$ cat src/rtl/dsp_top.sv
// Iterative signed multiply / shift / accumulate unit with a variable-depth output pipeline.
// Optional product barrel shifter is enabled with the DSP_SHIFT_EN macro.
module dsp_top #(
    parameter int WIDTH            = 16,
    parameter int PPM_TYPE         = 0,
    parameter int SHIFT_BITS       = 2,
    parameter int PIPE_STAGE_WIDTH = 2,
    parameter int PIPELINE_BITS    = 2
) (
    input  logic                        clk,
    input  logic                        rst,
    input  logic                        start,
    input  logic [1:0]                  mode,
    input  logic [WIDTH-1:0]            aa,
    input  logic [WIDTH-1:0]            bb,
    input  logic [2*WIDTH-1:0]          cc,
    input  logic                        mac,
    input  logic [SHIFT_BITS-1:0]       shift_amount,
    input  logic                        shift_dir,
    input  logic [PIPE_STAGE_WIDTH-1:0] pipe_stages,
    output logic [2*WIDTH-1:0]          out
);

    localparam int H    = WIDTH / 2;
    localparam int PW   = 2 * WIDTH;
    localparam int MAXP = (2 ** PIPELINE_BITS) - 1;
    localparam int NB   = (H + 2) / 2;
    localparam int BL   = 2 * NB;

    typedef enum logic {S_IDLE, S_ITER} state_t;
    state_t state, state_nx;

    logic [WIDTH-1:0]         a_q, b_q;
    logic [PW-1:0]            c_q;
    logic [1:0]               mode_q;
    logic                     mac_q;
    logic [PIPELINE_BITS-1:0] p_q, p_cap;
    logic [1:0]               idx, n_last;
    logic [PW-1:0]            acc;
    logic                     accept, last_iter;

    logic [H:0]               core_a, core_b;
    logic                     a_hi, b_hi;
    logic [PW-1:0]            ax_e, core_p, part, prod, sprod, res_direct;

    logic [PW-1:0]            pl_sp  [MAXP];
    logic [PW-1:0]            pl_c   [MAXP];
    logic [MAXP-1:0]          pl_mac, pl_v;

    // Select core operands: low halves are zero-extended, high halves sign-extended.
    always_comb begin
        core_a = '0;
        core_b = '0;
        a_hi   = 1'b0;
        b_hi   = 1'b0;
        if (mode_q == 2'd0) begin
            core_a = a_q[H:0];
            core_b = b_q[H:0];
        end else if (mode_q == 2'd1) begin
            b_hi   = idx[0];
            core_a = a_q[H:0];
            core_b = b_hi ? {b_q[WIDTH-1], b_q[WIDTH-1:H]} : {1'b0, b_q[H-1:0]};
        end else begin
            a_hi   = idx[1];
            b_hi   = idx[0];
            core_a = a_hi ? {a_q[WIDTH-1], a_q[WIDTH-1:H]} : {1'b0, a_q[H-1:0]};
            core_b = b_hi ? {b_q[WIDTH-1], b_q[WIDTH-1:H]} : {1'b0, b_q[H-1:0]};
        end
    end

    assign ax_e = PW'($signed(core_a));

    generate
        if (PPM_TYPE == 0) begin : g_booth
            logic [BL:0] bx;
            logic [2:0]  trip;
            assign bx = {BL'($signed(core_b)), 1'b0};
            always_comb begin
                core_p = '0;
                trip   = '0;
                for (int unsigned i = 0; i < NB; i++) begin
                    trip = bx[2*i +: 3];
                    case (trip)
                        3'b001, 3'b010: core_p = core_p + (ax_e << (2*i));
                        3'b011:         core_p = core_p + (ax_e << (2*i + 1));
                        3'b100:         core_p = core_p - (ax_e << (2*i + 1));
                        3'b101, 3'b110: core_p = core_p - (ax_e << (2*i));
                        default:        core_p = core_p;
                    endcase
                end
            end
        end else begin : g_array
            always_comb begin
                core_p = '0;
                for (int unsigned j = 0; j <= H; j++) begin
                    if (core_b[j]) begin
                        // The top bit of a signed multiplier carries negative weight.
                        if (j == H) core_p = core_p - (ax_e << j);
                        else        core_p = core_p + (ax_e << j);
                    end
                end
            end
        end
    endgenerate

    assign part = core_p << (H * (int'(a_hi) + int'(b_hi)));
    assign prod = acc + part;

`ifdef DSP_SHIFT_EN
    logic [SHIFT_BITS-1:0] sa_q;
    logic                  sd_q;
    assign sprod = sd_q ? PW'($signed(prod) >>> sa_q) : (prod << sa_q);
`else
    logic unused_shift;
    assign unused_shift = ^{shift_amount, shift_dir};
    assign sprod = prod;
`endif

    assign res_direct = sprod + (mac_q ? out : c_q);

    always_comb begin
        if (32'(pipe_stages) > 32'(MAXP)) p_cap = PIPELINE_BITS'(MAXP);
        else                               p_cap = PIPELINE_BITS'(pipe_stages);
    end

    always_ff @(posedge clk) begin
        if (rst) state <= S_IDLE;
        else     state <= state_nx;
    end

    always_comb begin
        state_nx = state;
        case (state)
            S_IDLE:  if (accept) state_nx = S_ITER;
            S_ITER:  if (last_iter && !accept) state_nx = S_IDLE;
            default: state_nx = S_IDLE;
        endcase
    end

    always_comb begin
        case (mode_q)
            2'd0:    n_last = 2'd0;
            2'd1:    n_last = 2'd1;
            default: n_last = 2'd3;
        endcase
        last_iter = (state == S_ITER) && (idx == n_last);
        accept    = start && ((state == S_IDLE) || last_iter);
    end

    always_ff @(posedge clk) begin
        if (rst) begin
            a_q    <= '0;
            b_q    <= '0;
            c_q    <= '0;
            mode_q <= '0;
            mac_q  <= 1'b0;
            p_q    <= '0;
            idx    <= '0;
            acc    <= '0;
            out    <= '0;
            pl_v   <= '0;
            pl_mac <= '0;
            for (int unsigned i = 0; i < MAXP; i++) begin
                pl_sp[i] <= '0;
                pl_c[i]  <= '0;
            end
`ifdef DSP_SHIFT_EN
            sa_q <= '0;
            sd_q <= 1'b0;
`endif
        end else begin
            if (accept) begin
                a_q    <= aa;
                b_q    <= bb;
                c_q    <= cc;
                mode_q <= mode;
                mac_q  <= mac;
                p_q    <= p_cap;
                idx    <= '0;
                acc    <= '0;
`ifdef DSP_SHIFT_EN
                sa_q <= shift_amount;
                sd_q <= shift_dir;
`endif
            end else if (state == S_ITER) begin
                idx <= idx + 2'd1;
                acc <= prod;
            end

            for (int unsigned i = 0; i + 1 < MAXP; i++) begin
                pl_sp[i]  <= pl_sp[i+1];
                pl_c[i]   <= pl_c[i+1];
                pl_mac[i] <= pl_mac[i+1];
                pl_v[i]   <= pl_v[i+1];
            end
            pl_v[MAXP-1] <= 1'b0;

            // Enter the pipeline p-1 slots from the end so the result retires p edges later.
            if (last_iter && (p_q != '0)) begin
                for (int unsigned i = 0; i < MAXP; i++) begin
                    if (32'(p_q) == i + 1) begin
                        pl_sp[i]  <= sprod;
                        pl_c[i]   <= c_q;
                        pl_mac[i] <= mac_q;
                        pl_v[i]   <= 1'b1;
                    end
                end
            end

            // Accumulation uses the live out value at the retiring edge.
            if (pl_v[0])
                out <= pl_sp[0] + (pl_mac[0] ? out : pl_c[0]);
            else if (last_iter && (p_q == '0))
                out <= res_direct;
        end
    end

endmodule

$ cat config.mk
export PLATFORM = sky130hd
export DESIGN_NAME = dsp_top
export DESIGN_NICKNAME = d
export VERILOG_FILES = /design/src/rtl/dsp_top.sv
export SDC_FILE = /design/constraint.sdc
export NUM_CORES = 1
export LEC_CHECK = 0
export ABC_AREA = 0
export CORE_ASPECT_RATIO = 1.75
export CORE_UTILIZATION = 50
export CTS_CLUSTER_DIAMETER = 80
export CTS_CLUSTER_SIZE = 14
export DETAILED_ROUTE_END_ITERATION = 8
export MAX_ROUTING_LAYER = met4
export PLACE_DENSITY = 0.74
export REMOVE_ABC_BUFFERS = 1
export SETUP_SLACK_MARGIN = 0.3
export SLEW_MARGIN = 10
export SYNTH_ARGS = -nofsm -noshare
export SYNTH_HDL_FRONTEND = slang
export SYNTH_SLANG_ARGS = --single-unit
$ cat constraint.sdc
create_clock -name clk -period 22.5 [get_ports clk]
set_input_delay 6.75 -clock clk [delete_from_list [all_inputs] [get_ports clk]]
set_output_delay 6.75 -clock clk [all_outputs]
set_load 0.03 [all_outputs]
==> out/results.txt <==
Status - complete, but fails checks
Failing checks - DRC
Commonest non-fill, non-tap cell in the layout - nand2_1
Vias post-DR - 31000
Pwr dens - 106 nW/um^2
Fmax - 57.6 MHz
Wirelength, routed - 106 mm
Clock Sinks - 334
Max Buffers Root-to-Sink - 3
Peak supply drop - 71.2 uV
Netlist cell types - 119
CTS tree - built
# IOs - 107
Sequential area share after synthesis - 0.263
Hold buffers post-CTS - 0
Hold endpoint - pl_v[1]$_SDFF_PP0_
LEAKAGE - 14.9 nW
Clock skew - 0.0226 ns
Post-synth EDFFs - 192
Relative slew slack - 0.158
Worst slew pin tran - 1.26 ns
Crit path DAT - 17.83 ns
Layout cells sized above 1 - 0.0630
Worst min-delay path class - reg2reg
DIE WIDTH - 195 um
# rows - 123
Hold Path Cell Cnt - 2
Placeable Area - 64500 um^2
Largest net degree at the start of global routing - 121
Synthesized area - 32700 um^2
Die Height - 340 um
Max stage delay on crit path - 0.95 ns
Detailed Place HPWL - 81.4 mm
Vias in the first global route - 31000
DRT iter0 DRCs - 1772
Yosys reg bits - 334
DRC - 1
Antenna diodes - 0
Die area - 66500 um^2
Post-CTS Setup Repair Bufs - 0
Reg2reg path depth - 59
Crit start category - register
Synth async-reset ratio - 0
Min Tclk post-route - 17.36 ns
Cell mode on critical path - ha_1
Area Overhead vs Synth - 8.88%
Initial core utilization - 0.507
RR Endpoint - out[31]$_SDFFE_PP0P_
Initial antenna violation count - 0
RD Place Congestion - 1.03
Grt ovf - 0
Drt pass-1 iters - 9
Mean Syn Cell Area - 7.91 um^2
R2r startpoint - mode_q[1]$_SDFFE_PP0P_
CP Capture Type - register
Final setup TNS - 0 ns
Yosys warnings - 0
PostCTS Resize Cnt - 0
Root Buffer - clkbuf_16
Vias/cell - 6.13
Critical path type - reg2reg
Skew-Pair Late Insertion Delay - 0.57 ns
First-pass GRT wire length - 166 mm
Unrepaired setup endpoints after global routing - no
Max-cap violations - 0
CP max-delay cell - dfxtp_1
Commonest cells after routing, fill and taps aside - nand2_1, a21oi_1, nor2_1
Setup ws final - 5.14 ns
Critical Path Fanout Max - 26
Dominant synthesized flop cell - edfxtp_1
Filler Cell Count - 6107
Hold Fails Final Rpt - 0
Dpl ws - 5.31 ns
Cts bufs inserted - 28
Post-DR wirelength/cell - 20.9 um
# setup viols final - 0
H-tree Lvls - 1
NumNets Final - 4594
Global Route Usage Sum - 0.326
Crit share post-route - 0.771
Max-slew violation count - 0
Clock slew at reported path FFs - 0.07 ns
R2r setup slk - 5.14 ns
Worst hold start - pl_v[2]$_SDFF_PP0_
Worst EP required - 22.97 ns
Input/output buffers - 103
Detail Route Antenna Nets - 0
Post-Syn Instances - 4136
## state kept, by name, indices dropped and copies added, names as in the netlist
register / count
out: 32
pl_sp: 96
pl_mac: 3
p_q: 2
pl_c: 96
idx: 2
pl_v: 3
state: 1
mode_q: 2
a_q: 16
acc: 32
b_q: 16
mac_q: 1
c_q: 32
## worst max path at each step
stage | start | end | cells past startpoint
2_1_floorplan | mode_q[1]$_SDFFE_PP0P_ | out[31]$_SDFFE_PP0P_ | 56
3_3_place_gp | mode_q[1]$_SDFFE_PP0P_ | out[31]$_SDFFE_PP0P_ | 59
3_5_place_dp | mode_q[1]$_SDFFE_PP0P_ | out[31]$_SDFFE_PP0P_ | 59
4_1_cts | mode_q[1]$_SDFFE_PP0P_ | out[31]$_SDFFE_PP0P_ | 59
5_1_grt | mode_q[1]$_SDFFE_PP0P_ | out[31]$_SDFFE_PP0P_ | 59
6_report | mode_q[1]$_SDFFE_PP0P_ | out[31]$_SDFFE_PP0P_ | 59
## stage by stage
| step | total power [mW] | std cells | hold slack (ns) | instance area [um^2] | utilization |
|---|---|---|---|---|---|
| floorplan | 2.63 | 4052 | 0.416 | 32300 | - |
| global placement | 3.22 | 5017 | 0.417 | 34800 | 0.539 |
| global route | 4.07 | 5068 | 0.469 | 35600 | 0.552 |
| finish | 3.77 | 5068 | 0.443 | 35600 | 0.552 |
| CTS | 3.74 | 5068 | 0.447 | 35600 | 0.552 |
| detailed placement | 3.26 | 5017 | 0.431 | 34800 | 0.539 |
## Yosys cell counts, types with 11 or more instances
cell type / number / area share
o211ai_1: 32 / 0.0073
a21o_1: 68 / 0.016
nand2_1: 641 / 0.074
a221oi_1: 14 / 0.0038
a211oi_1: 78 / 0.018
a311oi_1: 13 / 0.0035
a31oi_1: 39 / 0.0075
mux2_2: 76 / 0.026
ha_1: 274 / 0.10
buf_1: 17 / 0.0020
o21bai_1: 29 / 0.0067
buf_4: 11 / 0.0025
o311ai_0: 13 / 0.0035
a21boi_0: 50 / 0.011
clkbuf_1: 169 / 0.019
o31ai_1: 35 / 0.0080
dfxtp_1: 142 / 0.087
a22oi_1: 24 / 0.0055
o21ai_0: 228 / 0.035
edfxtp_1: 192 / 0.18
nor2_1: 314 / 0.036
nand2b_1: 37 / 0.0071
xnor2_1: 185 / 0.050
a211o_1: 16 / 0.0043
and3_1: 24 / 0.0046
and2_1: 47 / 0.0090
or3_1: 29 / 0.0055
a21oi_1: 436 / 0.067
nand4_1: 16 / 0.0031
nor3_1: 69 / 0.011
nand3_1: 72 / 0.011
nor2b_1: 70 / 0.013
mux2i_1: 82 / 0.025
o22ai_1: 18 / 0.0034
o221ai_1: 15 / 0.0040
or2_2: 18 / 0.0034
o21a_1: 24 / 0.0055
xor2_1: 72 / 0.019
inv_1: 193 / 0.022
## area by class of cell
class                           instances  area, um^2  area share
Clock buffer                           49         801      0.0225
Clock inverter                          2        20.0    0.000562
Inverter                              202         758      0.0213
Multi-Input combinational cell       3516       23000       0.646
Sequential cell                       334        8610       0.242
Tap cell                              812        1020      0.0285
Timing Repair Buffer                  153        1410      0.0396
## layer usage
metal	up-vias	track usage	routed length, um
met5	-	-	0
met4	0	0.269	9880
met3	473	0.0366	4520
met2	918	0.590	54400
met1	14700	0.308	37300
li1	15000	-	-
## worst max-delay path: cells and delay by family, from the launching register on
kind / cells / cell delay, ns
mux: 2 / 1.32
xor+xnor: 6 / 1.01
buf+inv: 1 / 0.21
simple gates: 9 / 1.68
compound gates: 32 / 8.39
fa+ha+maj: 9 / 3.63
flops: 1 / 0.95
## power breakdown
part           total, mW  switching [mW]  internal (mW)  leakage (nW)
sequential         0.769          0.0405          0.729          3.13
combinational       2.53            1.54          0.992          11.4
clock              0.470           0.228          0.242         0.392
## logic make-up after synthesis
group / synth area share
other: 0.000115
flip-flops: 0.263
AND/OR/NAND/NOR: 0.192
AO/OA/AOI/OAI: 0.255
buffers and inverters: 0.0498
XOR/XNOR: 0.0708
adder cells (fa/ha/maj): 0.112
multiplexers: 0.0569
(Power assumes the default switching activity.)
